<file path="src/rtl/rob_commit_pkg.sv">
// rob_commit_pkg: shared reorder-buffer sizing, entry-type encodings and entry payload layout.
package rob_commit_pkg;
  localparam int ROB_SIZE_WIDTH = 3;
  localparam int ROB_SIZE = 1 << ROB_SIZE_WIDTH;
  typedef enum logic [1:0] {
    T_ALU    = 2'b00,
    T_BRANCH = 2'b01,
    T_STORE  = 2'b10,
    T_EXIT   = 2'b11
  } rob_type_e;
  typedef struct packed {
    rob_type_e   kind;
    logic [4:0]  rd;
    logic        pred_jump;
    logic [31:0] value;
    logic        jump;
    logic [31:0] target;
  } rob_entry_t;
endpackage

</file>
<file path="src/rtl/rob_query_port.sv">
// rob_query_port: one operand-forwarding lookup (entry select plus optional same-cycle writeback compare).
module rob_query_port
  import rob_commit_pkg::*;
(
  input  logic [ROB_SIZE_WIDTH-1:0] ask_id,
  input  logic [ROB_SIZE-1:0]       busy,
  input  logic [ROB_SIZE-1:0]       ready,
  input  logic [31:0]               value [ROB_SIZE],
  input  logic                      alu_valid,
  input  logic [ROB_SIZE_WIDTH-1:0] alu_id,
  input  logic [31:0]               alu_value,
  input  logic                      lsb_valid,
  input  logic [ROB_SIZE_WIDTH-1:0] lsb_id,
  input  logic [31:0]               lsb_value,
  output logic [31:0]               get_value,
  output logic                      get_ready
);
  logic alu_hit, lsb_hit;
  always_comb begin
    alu_hit   = alu_valid && alu_id == ask_id && busy[ask_id];
    lsb_hit   = lsb_valid && lsb_id == ask_id && busy[ask_id];
    get_ready = busy[ask_id] && (ready[ask_id] || alu_hit || lsb_hit);
    get_value = alu_hit ? alu_value : lsb_hit ? lsb_value : value[ask_id];
  end
endmodule

</file>
<file path="src/rtl/rob_commit.sv">
// rob_commit: in-order reorder buffer with single-width retire and mispredict flush.
// ROB_WB_BYPASS_EN: forwarding queries also see same-cycle writeback buses (ALU over LSB).
module rob_commit
  import rob_commit_pkg::*;
(
  input  logic                      clk,
  input  logic                      rst_n,
  input  logic                      rdy,
  input  logic                      issue_valid,
  input  logic [1:0]                issue_type,
  input  logic [4:0]                issue_rd,
  input  logic                      issue_pred_jump,
  output logic                      rob_full,
  output logic [ROB_SIZE_WIDTH-1:0] issue_rob_id,
  input  logic                      wb_alu_valid,
  input  logic [ROB_SIZE_WIDTH-1:0] wb_alu_rob_id,
  input  logic [31:0]               wb_alu_value,
  input  logic                      wb_alu_jump,
  input  logic [31:0]               wb_alu_target,
  input  logic                      wb_lsb_valid,
  input  logic [ROB_SIZE_WIDTH-1:0] wb_lsb_rob_id,
  input  logic [31:0]               wb_lsb_value,
  input  logic [ROB_SIZE_WIDTH-1:0] ask_rob_id1,
  input  logic [ROB_SIZE_WIDTH-1:0] ask_rob_id2,
  output logic [31:0]               get_value1,
  output logic [31:0]               get_value2,
  output logic                      get_ready1,
  output logic                      get_ready2,
  output logic                      commit_en,
  output logic [ROB_SIZE_WIDTH-1:0] commit_rob_id,
  output logic [4:0]                commit_rd,
  output logic [31:0]               commit_value,
  output logic                      commit_store,
  output logic                      rob_clear,
  output logic [31:0]               back_pc,
  output logic                      halt
);
`ifdef ROB_WB_BYPASS_EN
  localparam logic BYP = 1'b1;
`else
  localparam logic BYP = 1'b0;
`endif
  localparam int W = ROB_SIZE_WIDTH;
  logic [W-1:0]        head, tail;
  logic [W:0]          count;
  logic [ROB_SIZE-1:0] busy, ready;
  rob_entry_t          ent [ROB_SIZE];
  logic [31:0]         val_arr [ROB_SIZE];
  rob_entry_t          head_e;
  logic                issue_acc, fire, mispredict, byp_alu, byp_lsb;
  assign rob_full     = count == (W+1)'(ROB_SIZE);
  assign issue_rob_id = tail;
  always_comb begin
    for (int i = 0; i < ROB_SIZE; i++) val_arr[i] = ent[i].value;
    head_e     = ent[head];
    issue_acc  = issue_valid && !rob_full && !rob_clear;
    fire       = count != '0 && busy[head] && ready[head] && !halt;
    mispredict = fire && head_e.kind == T_BRANCH && head_e.jump != head_e.pred_jump;
    byp_alu    = BYP && rdy && !rob_clear && wb_alu_valid;
    byp_lsb    = BYP && rdy && !rob_clear && wb_lsb_valid;
  end
  rob_query_port u_q1 (
    .ask_id(ask_rob_id1), .busy(busy), .ready(ready), .value(val_arr),
    .alu_valid(byp_alu), .alu_id(wb_alu_rob_id), .alu_value(wb_alu_value),
    .lsb_valid(byp_lsb), .lsb_id(wb_lsb_rob_id), .lsb_value(wb_lsb_value),
    .get_value(get_value1), .get_ready(get_ready1)
  );
  rob_query_port u_q2 (
    .ask_id(ask_rob_id2), .busy(busy), .ready(ready), .value(val_arr),
    .alu_valid(byp_alu), .alu_id(wb_alu_rob_id), .alu_value(wb_alu_value),
    .lsb_valid(byp_lsb), .lsb_id(wb_lsb_rob_id), .lsb_value(wb_lsb_value),
    .get_value(get_value2), .get_ready(get_ready2)
  );
  always_ff @(posedge clk or negedge rst_n) begin
    if (!rst_n) begin
      head          <= '0;
      tail          <= '0;
      count         <= '0;
      busy          <= '0;
      ready         <= '0;
      for (int i = 0; i < ROB_SIZE; i++) ent[i] <= '0;
      commit_en     <= 1'b0;
      commit_rob_id <= '0;
      commit_rd     <= '0;
      commit_value  <= '0;
      commit_store  <= 1'b0;
      rob_clear     <= 1'b0;
      back_pc       <= '0;
      halt          <= 1'b0;
    end else if (rdy) begin
      commit_en     <= fire;
      commit_rob_id <= fire ? head : '0;
      commit_rd     <= fire && (head_e.kind == T_ALU || head_e.kind == T_BRANCH) ? head_e.rd : '0;
      commit_value  <= fire ? head_e.value : '0;
      commit_store  <= fire && head_e.kind == T_STORE;
      rob_clear     <= mispredict;
      back_pc       <= mispredict ? head_e.target : '0;
      if (fire && head_e.kind == T_EXIT) halt <= 1'b1;
      if (mispredict) begin
        head  <= '0;
        tail  <= '0;
        count <= '0;
        busy  <= '0;
        ready <= '0;
      end else begin
        // writebacks are qualified on the pre-edge busy bit, so a write aimed at the slot being issued is ignored
        if (!rob_clear && wb_alu_valid && busy[wb_alu_rob_id]) begin
          ready[wb_alu_rob_id]        <= 1'b1;
          ent[wb_alu_rob_id].value    <= wb_alu_value;
          ent[wb_alu_rob_id].jump     <= wb_alu_jump;
          ent[wb_alu_rob_id].target   <= wb_alu_target;
        end
        if (!rob_clear && wb_lsb_valid && busy[wb_lsb_rob_id]) begin
          ready[wb_lsb_rob_id]        <= 1'b1;
          ent[wb_lsb_rob_id].value    <= wb_lsb_value;
        end
        if (issue_acc) begin
          busy[tail]  <= 1'b1;
          ready[tail] <= 1'b0;
          ent[tail]   <= '{rob_type_e'(issue_type), issue_rd, issue_pred_jump, 32'h0, 1'b0, 32'h0};
          tail        <= tail + 1'b1;
        end
        if (fire) begin
          busy[head]  <= 1'b0;
          ready[head] <= 1'b0;
          head        <= head + 1'b1;
        end
        count <= count + {{W{1'b0}}, issue_acc} - {{W{1'b0}}, fire};
      end
    end
  end
endmodule

</file>
<file path="config.mk">
export PLATFORM = sky130hd
export DESIGN_NAME = rob_commit
export DESIGN_NICKNAME = d
export VERILOG_FILES = /design/src/rtl/rob_commit_pkg.sv /design/src/rtl/rob_query_port.sv /design/src/rtl/rob_commit.sv
export SDC_FILE = /design/constraint.sdc
export NUM_CORES = 2
export LEC_CHECK = 0
export BUFFER_PORTS_ARGS = -buffer_cell sky130_fd_sc_hd__buf_2
export CELL_PAD_IN_SITES_DETAIL_PLACEMENT = 0
export CELL_PAD_IN_SITES_GLOBAL_PLACEMENT = 1
export CORE_MARGIN = 8
export CORE_UTILIZATION = 28
export CTS_CLUSTER_DIAMETER = 50
export CTS_CLUSTER_SIZE = 25
export DETAILED_ROUTE_END_ITERATION = 10
export HOLD_SLACK_MARGIN = 0.08
export PLACE_DENSITY = 0.62
export SLEW_MARGIN = 15
export SYNTH_ARGS = -nofsm -noshare
export SYNTH_HDL_FRONTEND = slang
export SYNTH_SLANG_ARGS = --single-unit
</file>
<file path="constraint.sdc">
create_clock -name clk -period 3.16 [get_ports clk]
set_input_delay 0.632 -clock clk [delete_from_list [all_inputs] [get_ports clk]]
set_output_delay 0.632 -clock clk [all_outputs]
set_load 0.01 [all_outputs]
</file>
==> metrics.yaml <==
cts:
  cts_setup_buffers: 0
  cts_sinks: 686
  cts_tree: "built"
  cts-root-buf: "clkbuf_16"
  cts.htree.levels: 3
  cts_buffers: 94
  clk_latency_ns: 0.72
  clk_path_buf_depth: 3
  path_clk_slew_ns: 0.06
job:
  maxCapViolations: 0
route:
  wl_per_cell_microns: 30.7
  first_pass_iters: 5
  drcViolationCount: 0
  ant_nets: 0
  via_count: 33800
  drtIter0Drc: 3635
  wl_mm: 176
  routed_via_density: 5.88
synthesis:
  ys_seq_area_frac: 0.431
  ys_warn_count: 0
  synth_ff_type: "dfrtp_1"
  yosysTopAreaCell: "dfrtp_1"
  syn_area_sq_um: 39800
  synth-edff-count: 0
  syn_nets: 3685
  synth-seq-cells: 686
  synthCells: 3553
  netlist.area_leader.share: 0.431
  async_flop_share: 1.00
  ys_types: 77
  ys_top_cells_by_area: "dfrtp_1 (43%), mux4_2 (10%), mux2_2 (9.3%)"
  postSynthAreaPerCell_sq_um: 11.2
setup_path:
  cp_slowest_cell: "nor4b_4"
  worstPathArrival_ns: 3.60
  cp_max_fo: 33
  path_common_cell: "buf_4"
  ff2ff_setup_slack_ns: 0.14
  reg2reg_depth: 11
  max_stage_delay_ns: 0.45
  crit_type: "flop to flop"
  crit_start: "count[2]"
  crit_chain: "inv_1 > ha_1 > nor3b_1 > nor3b_2 > buf_4 > inv_2 > nor4b_4 > buf_4 > o211ai_4 > buf_12 > a22o_1"
  critPathLaunchType: "flop"
  worst_setup_path_end_kind: "flop"
  cp.required_ns: 3.74
  rr_startpoint: "count[2]"
  reg2reg_to: "ent[390]"
  crit_end: "ent[390]"
floorplanning:
  ioPinCount: 269
  die_w_microns: 393
  die_area_sq_um: 155000
  start_util: 0.282
  std_cell_rows: 138
  coreArea_sq_um: 141000
  die_y_microns: 393
power:
  p_sw_frac: 0.392
  p_leak_uw: 0.0211
  internal_power_uw: 27900
  comb_power_share: 0.414
  p_clk_frac: 0.249
  finalPower_uw: 45800
  ir_worst_vdd_mv: 0.578
  switchingPower_uw: 17900
  sequentialPowerShare: 0.337
  p_per_area_nw_per_um2: 948
timing:
  fin_crit_ns: 3.02
  slew_violations: 0
  final.setup.tns_ns: 0
  finalSetupViolCount: 0
  final_hold_viol_count: 0
  slew_headroom: 0.212
  finalCritPeriodShare: 0.956
  finClkSkew_ns: 0.0381
  clock.fmax_ghz: 0.331
  tightest_slew_ns: 1.18
layout:
  layout.cells.non_filler: 5742
  area_growth_pct: 21.4
  utilization: 0.342
  num-nets-final: 3892
  drive_gt1_frac: 0.334
  final_area_sq_um: 48300
placed_design:
  port_buffers: 268
  dp_hpwl_mm: 114
  dpl_cell_area_sq_um: 45000
  gp_congestion: 0.874
  dp_cells: 5553
global_routing:
  grt_max_degree: 99
  overflow: 0
  grt_pass1_wl_mm: 254
  grt_use_total: 0.222
  antenna_found_initial: 34
  grt_pass1_vias: 33400
status:
  status: "finished, final reports clean"
hold_path:
  hold_class: "input pin to flop"
## metrics by stage
step / hold slack (ns) / setup slack, ns
6_report: 0.266 / 0.138
5_1_grt: 0.268 / -0.00195
4_1_cts: 0.230 / 0.171
3_5_place_dp: 0.468 / 0.165
3_3_place_gp: 0.462 / 0.196
2_1_floorplan: 0.336 / 0.0574
## registers in the layout (all words and copies together), names as in the netlist, 4 cells and up
| signal | flops |
|---|---|
| busy | 8 |
| count | 4 |
| back_pc | 32 |
| commit_value | 32 |
| ent | 584 |
| commit_rd | 5 |
| ready | 8 |
## power by group through the flow
| stage | Clock (uW) | Combinational, uW | Sequential, uW |
|---|---|---|---|
| 6_report | 11400 | 19000 | 15500 |
| 5_1_grt | 11900 | 20300 | 15900 |
| 4_1_cts | 11600 | 18900 | 15400 |
| 3_5_place_dp | 0 | 18900 | 15500 |
| 3_3_place_gp | 0 | 18600 | 15400 |
| 2_1_floorplan | 0 | 12200 | 14400 |
## what timing repair did
action / 4_1_cts / 5_1_grt
hold buffers: 1 / 0
gates resized for setup: 0 / 0
endpoints found under the hold margin: 31 / 0
## cells by family (layout without fill, tap and decap cells)
| logic type | after synthesis | count (layout) | synth area share |
|---|---|---|---|
| and+or+nand+nor | 540 | 540 | 0.0636 |
| buffers and inverters | 448 | 736 | 0.0479 |
| xor gates and xnor gates | 4 | 4 | 0.000880 |
| other | 0 | 11 | 0 |
| muxes | 727 | 727 | 0.250 |
| DFF | 686 | 686 | 0.431 |
| AOI/OAI and AO/OA | 1139 | 1139 | 0.203 |
| adders and majority gates | 9 | 9 | 0.00302 |
## metal layers
layer  up-vias  wire length, microns  global-route usage  share of wire
li1      14200                     -                   -              -
met1     17600                 73400               0.298           0.42
met2      1673                 80200               0.347           0.46
met3       356                 16200              0.0581          0.092
met4        20                  6330              0.0741          0.036
met5         -                   120                   0        0.00068
## layout make-up
cell class	count	area [sq um]
clock inverters	68	847
flip-flops and latches	686	17200
multi-input cells	2419	21000
inverters	28	111
fillers	14100	93100
diodes	11	27.5
repair buffers	531	4350
well taps	1890	2360
clock buffers	109	2500
## cells in the mapped netlist, drive strengths merged (12+ instances only)
cell type / count
nor3: 71
mux2: 353
and3: 46
mux2i: 194
nand3: 32
o221ai: 38
o21ai: 246
o22a: 71
o22ai: 90
nand2: 155
a2111oi: 35
mux4: 180
dfrtp: 686
o2bb2ai: 26
clkbuf: 254
a21oi: 170
a22o: 319
buf: 166
nor2: 175
inv: 26
a21o: 12
o211ai: 17
a31oi: 36
a211oi: 49
## worst max-delay path, delay by kind of cell, from the launching register on
family                   cells  cell delay [ns]
AO/OA/AOI/OAI                2             0.38
adder cells (fa/ha/maj)      1             0.19
buffers and inverters        5             0.98
flip-flops                   1             0.33
AND/OR/NAND/NOR              3             0.98
## cell usage in the layout, fill, tap and decap left out, types with 9 or more instances in the layout
cell type / instances
clkbuf_16: 94
mux2i_1: 194
inv_6: 13
o22ai_1: 90
buf_2: 262
a21oi_1: 170
nor3_1: 65
o2bb2ai_1: 26
nand2_1: 149
bufinv_16: 9
o22a_1: 71
o21ai_0: 245
o211ai_1: 13
nand3_1: 24
clkbuf_8: 9
dfrtp_1: 683
and3_1: 41
a2111oi_0: 34
buf_12: 80
o221ai_1: 37
a21o_1: 12
clkinv_4: 16
mux2_2: 330
clkinv_2: 13
inv_1: 23
nor2_1: 165
mux2_1: 23
a31oi_1: 36
diode_2: 11
buf_4: 186
mux4_2: 180
nor4_1: 10
a211oi_1: 48
a22o_1: 319
## worst min path at each step
stage,from,endpoint,slack [ns],depth (start not counted)
floorplan,rst_n,back_pc[0],0.34,0
global placement,commit_value[26],commit_value[26],0.46,1
detailed placement,back_pc[24],back_pc[24],0.47,2
CTS,issue_type[1],ent[437],0.23,2
global route,issue_type[1],ent[583],0.27,2
finish,issue_type[1],ent[437],0.27,2
No activity file was read; power rests on OpenSTA's default activity.
